[src/rtl/cache_prof_pkg.sv]
// rtl/cache_prof_pkg.sv - shared types and constants for the cache profiler controller
package cache_prof_pkg;

  localparam int NUM_CNT_DEF = 8;
  localparam int CNT_W_DEF   = 32;
  localparam int ADDR_W_DEF  = 4;

  typedef enum logic [1:0] {
    ST_IDLE,
    ST_CLEAR,
    ST_RUN,
    ST_DONE
  } ctrl_state_e;

  localparam int ADDR_SNAP0   = 0;
  localparam int ADDR_ELAPSED = 8;
  localparam int ADDR_STATUS  = 9;
  localparam int ADDR_WINDOW  = 10;

  localparam int STAT_BUSY  = 0;
  localparam int STAT_VALID = 1;
  localparam int STAT_EARLY = 2;
  localparam int STAT_SAT   = 3;
  localparam int STAT_CONT  = 4;

endpackage

[src/rtl/prof_snapshot_regs.sv]
// rtl/prof_snapshot_regs.sv - shadow registers for counter/elapsed snapshots with a registered read mux
module prof_snapshot_regs
  import cache_prof_pkg::*;
#(
  parameter int NUM_CNT = NUM_CNT_DEF,
  parameter int CNT_W   = CNT_W_DEF,
  parameter int ADDR_W  = ADDR_W_DEF
) (
  input  logic                     clk,
  input  logic                     rst,
  input  logic                     capture,
  input  logic [NUM_CNT*CNT_W-1:0] cnt_in,
  input  logic [CNT_W-1:0]         elapsed_in,
  input  logic [CNT_W-1:0]         status_word,
  input  logic [CNT_W-1:0]         window_word,
  input  logic                     rd_en,
  input  logic [ADDR_W-1:0]        rd_addr,
  output logic [CNT_W-1:0]         rd_data,
  output logic                     rd_valid
);

  // Entry NUM_CNT holds the elapsed cycle count of the captured window.
  logic [CNT_W-1:0]  shadow [NUM_CNT+1];
  logic [CNT_W-1:0]  rd_mux;
  logic [ADDR_W-1:0] snap_idx;

  assign snap_idx = rd_addr - ADDR_W'(ADDR_SNAP0);

  always_ff @(posedge clk) begin
    if (rst) begin
      for (int i = 0; i <= NUM_CNT; i++) shadow[i] <= '0;
    end else if (capture) begin
      for (int i = 0; i < NUM_CNT; i++) shadow[i] <= cnt_in[i*CNT_W +: CNT_W];
      shadow[NUM_CNT] <= elapsed_in;
    end
  end

  always_comb begin
    rd_mux = '0;
    if (int'(snap_idx) < NUM_CNT && int'(rd_addr) >= ADDR_SNAP0)
      rd_mux = shadow[snap_idx];
    else if (rd_addr == ADDR_W'(ADDR_ELAPSED))
      rd_mux = shadow[NUM_CNT];
    else if (rd_addr == ADDR_W'(ADDR_STATUS))
      rd_mux = status_word;
    else if (rd_addr == ADDR_W'(ADDR_WINDOW))
      rd_mux = window_word;
  end

  // Registered read sees register values from before any same-edge capture.
  always_ff @(posedge clk) begin
    if (rst) begin
      rd_data  <= '0;
      rd_valid <= 1'b0;
    end else begin
      rd_valid <= rd_en;
      if (rd_en) rd_data <= rd_mux;
    end
  end

endmodule

[src/rtl/cache_profiler_ctrl.sv]
// rtl/cache_profiler_ctrl.sv - measurement window sequencer and snapshot read port for the cache profiler
module cache_profiler_ctrl
  import cache_prof_pkg::*;
#(
  parameter int NUM_CNT = NUM_CNT_DEF,
  parameter int CNT_W   = CNT_W_DEF,
  parameter int ADDR_W  = ADDR_W_DEF
) (
  input  logic                     clk,
  input  logic                     rst,
  input  logic                     start,
  input  logic                     stop,
  input  logic                     continuous,
  input  logic [CNT_W-1:0]         window_len,
  input  logic [NUM_CNT*CNT_W-1:0] cnt_in,
  output logic                     prof_enable,
  output logic                     busy,
  output logic                     done_pulse,
  input  logic                     rd_en,
  input  logic [ADDR_W-1:0]        rd_addr,
  output logic [CNT_W-1:0]         rd_data,
  output logic                     rd_valid
);

  localparam logic [CNT_W-1:0] CNT_MAX = '1;

  ctrl_state_e      state, next_state;
  logic [CNT_W-1:0] latched_len, elapsed, snap_elapsed, status_word;
  logic             cont_latched, snapshot_valid, stopped_early, elapsed_sat;
  logic             terminal, capture;

  assign terminal     = stop || ((latched_len != '0) && (elapsed == latched_len - CNT_W'(1)));
  assign snap_elapsed = (elapsed == CNT_MAX) ? CNT_MAX : elapsed + CNT_W'(1);

  always_ff @(posedge clk) begin
    if (rst) state <= ST_IDLE;
    else     state <= next_state;
  end

  always_comb begin
    next_state  = state;
    prof_enable = 1'b0;
    busy        = 1'b0;
    capture     = 1'b0;
    case (state)
      ST_IDLE, ST_DONE: begin
        if (start) next_state = ST_CLEAR;
      end
      // Enable held low for one cycle so the profiler starts from zero.
      ST_CLEAR: begin
        busy       = 1'b1;
        next_state = ST_RUN;
      end
      ST_RUN: begin
        prof_enable = 1'b1;
        busy        = 1'b1;
        if (terminal) begin
          capture    = 1'b1;
          next_state = (cont_latched && !stop) ? ST_CLEAR : ST_DONE;
        end
      end
      default: next_state = ST_IDLE;
    endcase
  end

  always_ff @(posedge clk) begin
    if (rst) begin
      latched_len    <= '0;
      cont_latched   <= 1'b0;
      snapshot_valid <= 1'b0;
      stopped_early  <= 1'b0;
      elapsed_sat    <= 1'b0;
      elapsed        <= '0;
      done_pulse     <= 1'b0;
    end else begin
      done_pulse <= capture;
      case (state)
        ST_IDLE, ST_DONE: begin
          if (start) begin
            latched_len    <= window_len;
            cont_latched   <= continuous && (window_len != '0);
            snapshot_valid <= 1'b0;
            stopped_early  <= 1'b0;
            elapsed_sat    <= 1'b0;
          end
        end
        ST_CLEAR: elapsed <= '0;
        ST_RUN: begin
          if (elapsed == CNT_MAX) elapsed_sat <= 1'b1;
          else                    elapsed     <= elapsed + CNT_W'(1);
          if (capture) begin
            snapshot_valid <= 1'b1;
            stopped_early  <= stop;
          end
        end
        default: ;
      endcase
    end
  end

  always_comb begin
    status_word             = '0;
    status_word[STAT_BUSY]  = busy;
    status_word[STAT_VALID] = snapshot_valid;
    status_word[STAT_EARLY] = stopped_early;
    status_word[STAT_SAT]   = elapsed_sat;
    status_word[STAT_CONT]  = cont_latched;
  end

  prof_snapshot_regs #(
    .NUM_CNT(NUM_CNT),
    .CNT_W  (CNT_W),
    .ADDR_W (ADDR_W)
  ) u_snap (
    .clk        (clk),
    .rst        (rst),
    .capture    (capture),
    .cnt_in     (cnt_in),
    .elapsed_in (snap_elapsed),
    .status_word(status_word),
    .window_word(latched_len),
    .rd_en      (rd_en),
    .rd_addr    (rd_addr),
    .rd_data    (rd_data),
    .rd_valid   (rd_valid)
  );

endmodule

[config.mk]
export PLATFORM = sky130hd
export DESIGN_NAME = cache_profiler_ctrl
export DESIGN_NICKNAME = d
export VERILOG_FILES = /design/src/rtl/cache_prof_pkg.sv /design/src/rtl/prof_snapshot_regs.sv /design/src/rtl/cache_profiler_ctrl.sv
export SDC_FILE = /design/constraint.sdc
export NUM_CORES = 1
export LEC_CHECK = 0
export CORE_MARGIN = 8
export CORE_UTILIZATION = 49
export DETAILED_ROUTE_END_ITERATION = 10
export HOLD_SLACK_MARGIN = 0.05
export PLACE_DENSITY = 0.81
export SLEW_MARGIN = 20
export SYNTH_ARGS = -nofsm -noshare
export SYNTH_HDL_FRONTEND = slang
export SYNTH_HIERARCHICAL = 1
export SYNTH_SLANG_ARGS = --single-unit
[constraint.sdc]
create_clock -name clk -period 6 [get_ports clk]
set_input_delay 1.8 -clock clk [delete_from_list [all_inputs] [get_ports clk]]
set_output_delay 1.8 -clock clk [all_outputs]
set_load 0.05 [all_outputs]
# Word level (Yosys, flattened, before mapping)
# Memory sizes are Yosys's and may differ from the RTL's.
# Index checks and enable logic that the tools add are counted.
# totals
regBits,104
ram_bits,288
input_bits,298
output_inout_bits,36
n_memories,1
# memory_table
name,words,width,rd,rd_clocked_by_memory_dff,wr,line,rtl
u_snap.shadow,9,32,2,0,9,prof_snapshot_regs.sv:23,logic [CNT_W-1:0] shadow [NUM_CNT+1];
# classes
add_sub_neg,2
n_lt_le_gt_ge,1
n_eq_ne,13
mux,36
n_bitwise,9
reduce_logical,17
# op_table
operator,count
$mux 32,15
$pmux 32 s2,1
$reduce_bool 32->1,2
$add 32x1->32 const B,1
$eq 32x32->1,1
$eq 32x32->1 const B,1
$sub 32x1->32 const B,1
$mux 1,13
$eq 4x4->1 const B,3
$ne 2x2->1 const B,5
$or 1x1->1,9
$mux 2,3
$pmux 1 s2,3
$pmux 2 s3,1
$reduce_and 2->1,3
$reduce_and 3->1,2
$eq 2x2->1 const B,2
$lt 4x4->1 const B,1
$reduce_bool 2->1,2
$reduce_or 2->1,2
$logic_and 1x1->1,3
$eq 2x1->1 const B,1
$logic_not 2->1,1
$logic_not 1->1,1
$logic_or 1x1->1,1

# Logic depth before layout (Yosys ltp)
# Gate-level depths: netlist of the first run.
# logic_depth
depth_word,10
mapped_depth,15

# Hierarchy
# Netlist of the first run, hierarchy kept.
# modules_own_cells
module,instances,cells_each,area_each_um2
prof_snapshot_regs,1,1125,15225.9
cache_profiler_ctrl,1,692,4988.5

# Worst setup path before layout of the first run
# Ideal clock, no wire load.
# synth_path
path_type,register to register
from,register latched_len[0]
to,memory u_snap/shadow[0][0] (netlist bit) (enable)
setup_ns,0.531
arrival_ns,5.832
required_time_ns,5.469
path_slack_ns,-0.362
path_stages_with_launch,12
path_buffers,0
period_less_slack_ns,6.362
path_cell_list,dfxtp_1 > inv_1 > ha_1 > nor3b_1 > nand4_1 > o21a_1 > o32ai_1 > o211a_1 > and4_4 > nor2_1 > nor2_1 > or2_2
# synth_lines
item,line,rtl
from (decl),cache_profiler_ctrl.sv:28,"logic [CNT_W-1:0] latched_len, elapsed, snap_elapsed, status_word;"
from (signal assigned),cache_profiler_ctrl.sv:80,latched_len <= window_len;
to (decl),prof_snapshot_regs.sv:23,

==> run summary, run 1 <==
status: completed
H-tree Lvls: 2
maximum achievable frequency: 227.9 MHz
Worst EP required: 6210 ps
Final Cycle Share: 73.14%
Post-CTS Setup Inserts: 0
Yosys reg bits: 392
port buffer count: 333
clock root buffer: clkbuf_16
slew margin rel.: 30.91%
routability cong.: 0.9016
Chip Height: 219.1 um
post-CTS sizing: 0
Area Growth Syn to Fin: 24.39%
CP arrival: 4600 ps
WL/cell: 21.39 um
RSZ-0062 raised after global routing: false
post-DP HPWL: 41790 um
DRC: 0
Slew @ Worst Pin: 1036 ps
# setup viols final: 0
TritonRoute pass-1 iters: 6
Synth area leader: edfxtp_1
largest net degree at the start of global routing: 129
placed inst area: 23810 um^2
# rows: 74
Post-synth EDFFs: 288
vias per inst: 5.587
Starting Density: 49.62%
synthesized area: 20210 um^2
Die X: 219.1 um
shortest period the worst path allows: 4388 ps
initial antenna violation count: 4
Hold Path Class: reg2reg
share of cells above drive strength 1: 9.652%
skew final: 12.09 ps
Pleak: 9.526 nW
initial DRC count: 1311
Filler cells: 3197
critical setup path kind: reg2reg
kind of end point of the critical path: flip-flop
Post-CTS Hold Fix Bufs: 0
library cells used by synthesis: 78
Mapped Cells: 1817
crit path max fanout: 32
pwr/cell area: 294.6 nW/um^2
worst vdd ir: 0.1782 mV
Synth area leaders: edfxtp_1 (43%), dfxtp_1 (10%), and2_1 (9.2%)
final instance area: 25150 um^2
area occupied by multi-input gates: 8811 um^2
Clock Pin Slew Worst Setup and Hold Paths: 60 ps
max-cap viol count: 0
WL final: 56840 um
Core Area: 40740 um^2
sum of negative setup slack: 0 ps
ys flop type: edfxtp_1
Layout Nets: 2397
area of the die: 48010 um^2
total vias in the final route: 14850
Final ANT Viol Nets: 0
post-synth top area share: 42.78%
startpoint types: flip-flop
Seq/Total Area, Yosys: 53.08%
synth warn: 6
syn_area_per_cell: 11.13 um^2
gr usage total: 22.75%
Hold Violations, Final: 0
CTS Buf Count: 42
I/O pins: 334
Clk Latency, worst-skew pair: 560 ps
# clock sinks: 392
vias in the first global route: 14610
Total Power: 7.407 mW
CTS tree: built
first-pass GRT wire length: 84850 um
GR Overflow Total: 0
Final Max Slew Viols: 0
Post-synth ARST share: 0%
register area: 10730 um^2
Clock Path Buffers: 3
## cell type report
| cell class | instances | area share [%] |
|---|---|---|
| tap | 532 | 2.647 |
| clock buffer | 52 | 4.414 |
| antenna | 2 | 0.01990 |
| multi-input combinational | 1291 | 35.04 |
| clock inverter | 22 | 0.8758 |
| sequential | 392 | 42.67 |
| timing repair buffer | 354 | 14.14 |
| inverter | 13 | 0.1941 |
## per-layer routing
| layer | wire length, um | track usage (%) | vias up |
|---|---|---|---|
| met2 | 28140 | 38.99 | 564 |
| met5 | 22 | 0 | - |
| met4 | 1203 | 5.427 | 4 |
| li1 | - | - | 7051 |
| met3 | 4039 | 4.489 | 82 |
| met1 | 23440 | 29.43 | 7149 |
## path summary, 6_finish.rpt
kind	slack (ps)	cells after the start	end	startpoint
worst max register to register	1610	12	u_snap/shadow[4][6]	latched_len[0]
worst min-delay path	500	2	u_snap/rd_data[18]	u_snap/rd_data[18]
worst max-delay path	1610	12	u_snap/shadow[4][6]	latched_len[0]
worst min register to register	500	2	u_snap/rd_data[18]	u_snap/rd_data[18]
## cell usage in the layout, fill, tap and decap left out, types with 17 or more instances in the layout
cell / count
o21ai_0: 48
nand3b_1: 34
a211oi_1: 26
nor3_1: 24
nand2_1: 184
xnor2_1: 33
a211oi_2: 30
nor2_1: 57
xor2_1: 32
and2_1: 296
nor2b_1: 28
clkbuf_16: 43
nand3_1: 17
a22oi_2: 30
dfxtp_1: 104
edfxtp_1: 288
conb_1: 27
o31ai_2: 30
mux2i_1: 129
nor4_1: 18
a22oi_1: 35
a21oi_1: 75
clkdlybuf4s50_1: 329
## state kept, by name, summed over array words and instances, names as in the netlist, 2 cells and up
name,cells
latched_len,32
elapsed,32
u_snap/shadow,288
state,2
u_snap/rd_data,32
## kinds of logic (layout without fill, tap and decap cells)
logic type	after synthesis	count (layout)	synth area share (%)
XOR/XNOR	65	65	2.816
adder cells (fa/ha/maj)	5	5	0.3095
multiplexers	131	131	6.518
other	1	29	0.01855
AND/OR/NAND/NOR	741	741	20.52
AO/OA/AOI/OAI	322	322	12.78
flip-flops	392	392	53.08
buffers and inverters	160	441	3.955
## per-stage QoR
step / setup WS (ps) / util, % / instances / hold WS, ps
after CTS: 1598 / 61.71 / 2656 / 514.3
after global placement: 1683 / 58.44 / 2582 / 474.0
after detailed placement: 1677 / 58.45 / 2582 / 493.6
after floorplan: 1079 / - / 1843 / 445.5
final: 1612 / 61.72 / 2658 / 504.4
after global routing: 1310 / 61.71 / 2656 / 535.7
## report_power, final
group	leakage, nW	switching, mW	internal (mW)
sequential	3.83	0.169	3.15
clock	0.651	1.05	1.49
combinational	5.05	0.915	0.638
total	9.53	2.13	5.28
## synthesized netlist by cell type, types with 8 or more instances
cell type	instances
buf_6	15
nor4_1	18
mux2i_1	129
a211oi_2	30
a21oi_1	75
nor2_1	59
nand4_1	16
xnor2_1	33
dfxtp_1	104
a211oi_1	26
nand3_1	17
nand3b_1	34
buf_4	8
and3_1	9
a31oi_1	8
buf_2	29
clkbuf_1	85
nor3_1	24
nor2b_1	31
nand2_1	184
o31ai_2	30
a22oi_1	35
edfxtp_1	288
inv_1	13
xor2_1	32
o21ai_0	48
and2_1	296
a22oi_2	30
## worst max-delay path: stages, from the launching register on
cell     delay (ps)
dfxtp_1         380
inv_1            80
ha_1            270
nor3b_1         630
nand4_1         350
o21a_1          270
o32ai_1         300
o211a_1         210
and4_4          250
nor2_1           70
nor2_1          180
or2_4           530
buf_4           480
(Power assumes the default switching activity.)
==> inputs of run 2 (changes only) <==
--- a/config.mk
+++ b/config.mk
@@ -6,10 +6,10 @@
 export NUM_CORES = 1
 export LEC_CHECK = 0
 export CORE_MARGIN = 8
-export CORE_UTILIZATION = 49
+export CORE_UTILIZATION = 54
 export DETAILED_ROUTE_END_ITERATION = 10
 export HOLD_SLACK_MARGIN = 0.05
-export PLACE_DENSITY = 0.81
+export PLACE_DENSITY = 0.85
 export SLEW_MARGIN = 20
 export SYNTH_ARGS = -nofsm -noshare
 export SYNTH_HDL_FRONTEND = slang
==> constraint.sdc (replaced) <==
create_clock -name clk -period 4.36 [get_ports clk]
set_input_delay 1.308 -clock clk [delete_from_list [all_inputs] [get_ports clk]]
set_output_delay 1.308 -clock clk [all_outputs]
set_load 0.05 [all_outputs]
==> run 2 against run 1 <==
Net effect: combinational power increased by 45%; sequential power increased by 36%; critical path type unchanged; cell count decreased by 1.1%.
==> run summary, run 2 (same netlist as run 1, synthesis figures left out) <==
register area: 10730 um^2 (unchanged)
critical setup path kind: reg2reg (unchanged)
skew final: 27.00 ps (was 12.09 ps)
H-tree Lvls: 2 (unchanged)
RSZ-0062 raised after global routing: false (unchanged)
vias in the first global route: 15130 (was 14610)
Core Area: 37310 um^2 (was 40740 um^2)
clock power share: 34.4% (was 34.2%)
HP Start: u_snap/rd_data[1] (was u_snap/rd_data[18])
Final Cycle Share: 88.93% (was 73.14%)
routability cong.: 0.9362 (was 0.9016)
Pleak: 9.682 nW (was 9.526 nW)
Post-CTS Hold Fix Bufs: 0 (unchanged)
launch point of the worst reg-to-reg path: latched_len[0] (unchanged)
Die X: 209.5 um (was 219.1 um)
CTS tree: built (unchanged)
met3 usage in global routing: 5.907% (was 4.489%)
met2 usage: 42.90% (was 38.99%)
Hold Path End: u_snap/rd_data[1] (was u_snap/rd_data[18])
# rows: 71 (was 74)
Clock Path Buffers: 3 (unchanged)
kind of end point of the critical path: flip-flop (unchanged)
clock root buffer: clkbuf_16 (unchanged)
maximum achievable frequency: 257.9 MHz (was 227.9 MHz)
worst path cell trace: inv_1, ha_1, nor3b_2, buf_4, nand4_1, o21a_1, o32ai_1, o211a_1, and4_4, nor2_2, nor2_1, nor2b_4, buf_12, and2_1 (was inv_1, ha_1, nor3b_1, nand4_1, o21a_1, o32ai_1, o211a_1, and4_4, nor2_1, nor2_1, or2_4, buf_4)
DRC: 0 (unchanged)
TritonRoute pass-1 iters: 5 (was 6)
R2R setup slack: 480 ps (was 1610 ps)
slew margin rel.: 31.18% (was 30.91%)
most common cell after layout, fill and taps aside: clkdlybuf4s50_1 (unchanged)
met1 usage: 32.23% (was 29.43%)
GR Overflow Total: 0 (unchanged)
Largest register FFs: 288 (unchanged)
largest net degree at the start of global routing: 98 (was 129)
initial DRC count: 1266 (was 1311)
Hold Path Class: reg2reg (unchanged)
initial antenna violation count: 8 (was 4)
first-pass GRT wire length: 87290 um (was 84850 um)
pwr/cell area: 407.6 nW/um^2 (was 294.6 nW/um^2)
switching share of power: 29.15% (was 28.77%)
CP peak stage delay: 440 ps (was 630 ps)
Worst path slowest cell: nor2b_4 (was nor3b_1)
Worst R2R Path Depth: 14 (was 12)
CP arrival: 4310 ps (was 4600 ps)
worst vdd ir: 0.3431 mV (was 0.1782 mV)
Reg power frac: 43.8% (was 44.8%)
CTS Buf Count: 42 (unchanged)
I/O pins: 334 (unchanged)
Hold Violations, Final: 0 (unchanged)
gr usage total: 25.58% (was 22.75%)
Final ANT Viol Nets: 0 (unchanged)
port buffer count: 333 (unchanged)
Starting Density: 54.18% (was 49.62%)
hold depth: 2 (unchanged)
commonest non-fill, non-tap cells in the layout: clkdlybuf4s50_1 (329), and2_1 (296), edfxtp_1 (288), nand2_1 (184), mux2i_1 (129) (unchanged)
max-cap viol count: 0 (unchanged)
Filler cells: 2666 (was 3197)
total vias in the final route: 15040 (was 14850)
WL final: 57740 um (was 56840 um)
area occupied by multi-input gates: 8822 um^2 (was 8811 um^2)
status: completed (unchanged)
startpoint types: flip-flop (unchanged)
Layout Nets: 2420 (was 2397)
post-DP HPWL: 42500 um (was 41790 um)
Reg-to-Reg End: u_snap/shadow[7][8] (was u_snap/shadow[4][6])
Total Power: 10.33 mW (was 7.407 mW)
Worst EP required: 4790 ps (was 6210 ps)
Clk Latency, worst-skew pair: 580 ps (was 560 ps)
Worst Hold Margin: 496.6 ps (was 504.4 ps)
shortest period the worst path allows: 3878 ps (was 4388 ps)
Slew @ Worst Pin: 1032 ps (was 1036 ps)
# setup viols final: 0 (unchanged)
post-CTS sizing: 0 (unchanged)
Chip Height: 209.5 um (was 219.1 um)
Final Max Slew Viols: 0 (unchanged)
area of the die: 43880 um^2 (was 48010 um^2)
Area Growth Syn to Fin: 25.44% (was 24.39%)
vias per inst: 5.717 (was 5.587)
Top reg by flops: u_snap/shadow (unchanged)
switching pwr: 3.013 mW (was 2.131 mW)
share of cells above drive strength 1: 10.65% (was 9.652%)
Clock Pin Slew Worst Setup and Hold Paths: 60 ps (about the same)
Most Used Layer, Global Route: met2 (unchanged)
# clock sinks: 392 (unchanged)
WL/cell: 21.95 um (was 21.39 um)
Comb pwr share: 21.7% (was 21.0%)
crit path max fanout: 97 (was 32)
Int Power: 7.322 mW (was 5.276 mW)
Post-CTS Setup Inserts: 0 (unchanged)
-- run 2: how the worst max path moves through the flow --
stage / endpoint / startpoint / cells past startpoint / slack (ps)
global placement: u_snap/shadow[2][11] / latched_len[2] / 11 / 590
global route: u_snap/shadow[7][8] / latched_len[0] / 14 / 160
floorplan: u_snap/shadow[0][0] / latched_len[2] / 11 / -480
finish: u_snap/shadow[7][8] / latched_len[0] / 14 / 480
CTS: u_snap/shadow[7][8] / latched_len[2] / 11 / 530
detailed placement: u_snap/shadow[1][3] / latched_len[2] / 11 / 570
-- run 2: per-stage QoR --
stage          std cells  setup slack (ps)  util (%)  area (um^2)  TNS (ps)
6_report            2630             482.5     67.96        25360         0
5_1_grt             2627             155.4     67.94        25350         0
4_1_cts             2624             534.1     67.92        25340         0
3_5_place_dp        2547             570.2     64.22        23960         0
3_3_place_gp        2547             594.6     64.22        23960         0
2_1_floorplan       1843            -477.0         -        20320   -137370
-- run 2: cell type report --
class	count	area share, %
flip-flops and latches	392	42.32
multi-input cells	1291	34.79
repair buffers	377	14.85
clock buffers	54	4.525
well taps	474	2.339
clock inverters	23	0.9277
inverters	13	0.1924
diodes	6	0.05921
-- run 2: metal layers --
| metal | share of wire (%) | up-vias |
|---|---|---|
| met2 | 49 | 548 |
| li1 | - | 7123 |
| met1 | 41 | 7260 |
| met5 | 0.076 | - |
| met4 | 2.9 | 8 |
| met3 | 7.4 | 97 |
-- run 2: power groups by stage --
| stage | clock network (mW) | logic (mW) | registers, mW |
|---|---|---|---|
| 2_1_floorplan | 0 | 1.36 | 4.61 |
| 3_3_place_gp | 0 | 2.20 | 4.59 |
| 3_5_place_dp | 0 | 2.23 | 4.60 |
| 4_1_cts | 3.61 | 2.24 | 4.53 |
| 5_1_grt | 3.76 | 2.42 | 4.56 |
| 6_report | 3.56 | 2.25 | 4.53 |
-- run 2: worst max-delay path, delay by kind of cell, from the launching register on --
kind,cells,cell delay (ps)
AOI/OAI and AO/OA,3,850
adders and majority gates,1,280
buffers and inverters,3,590
DFF,1,380
and+or+nand+nor,7,1610
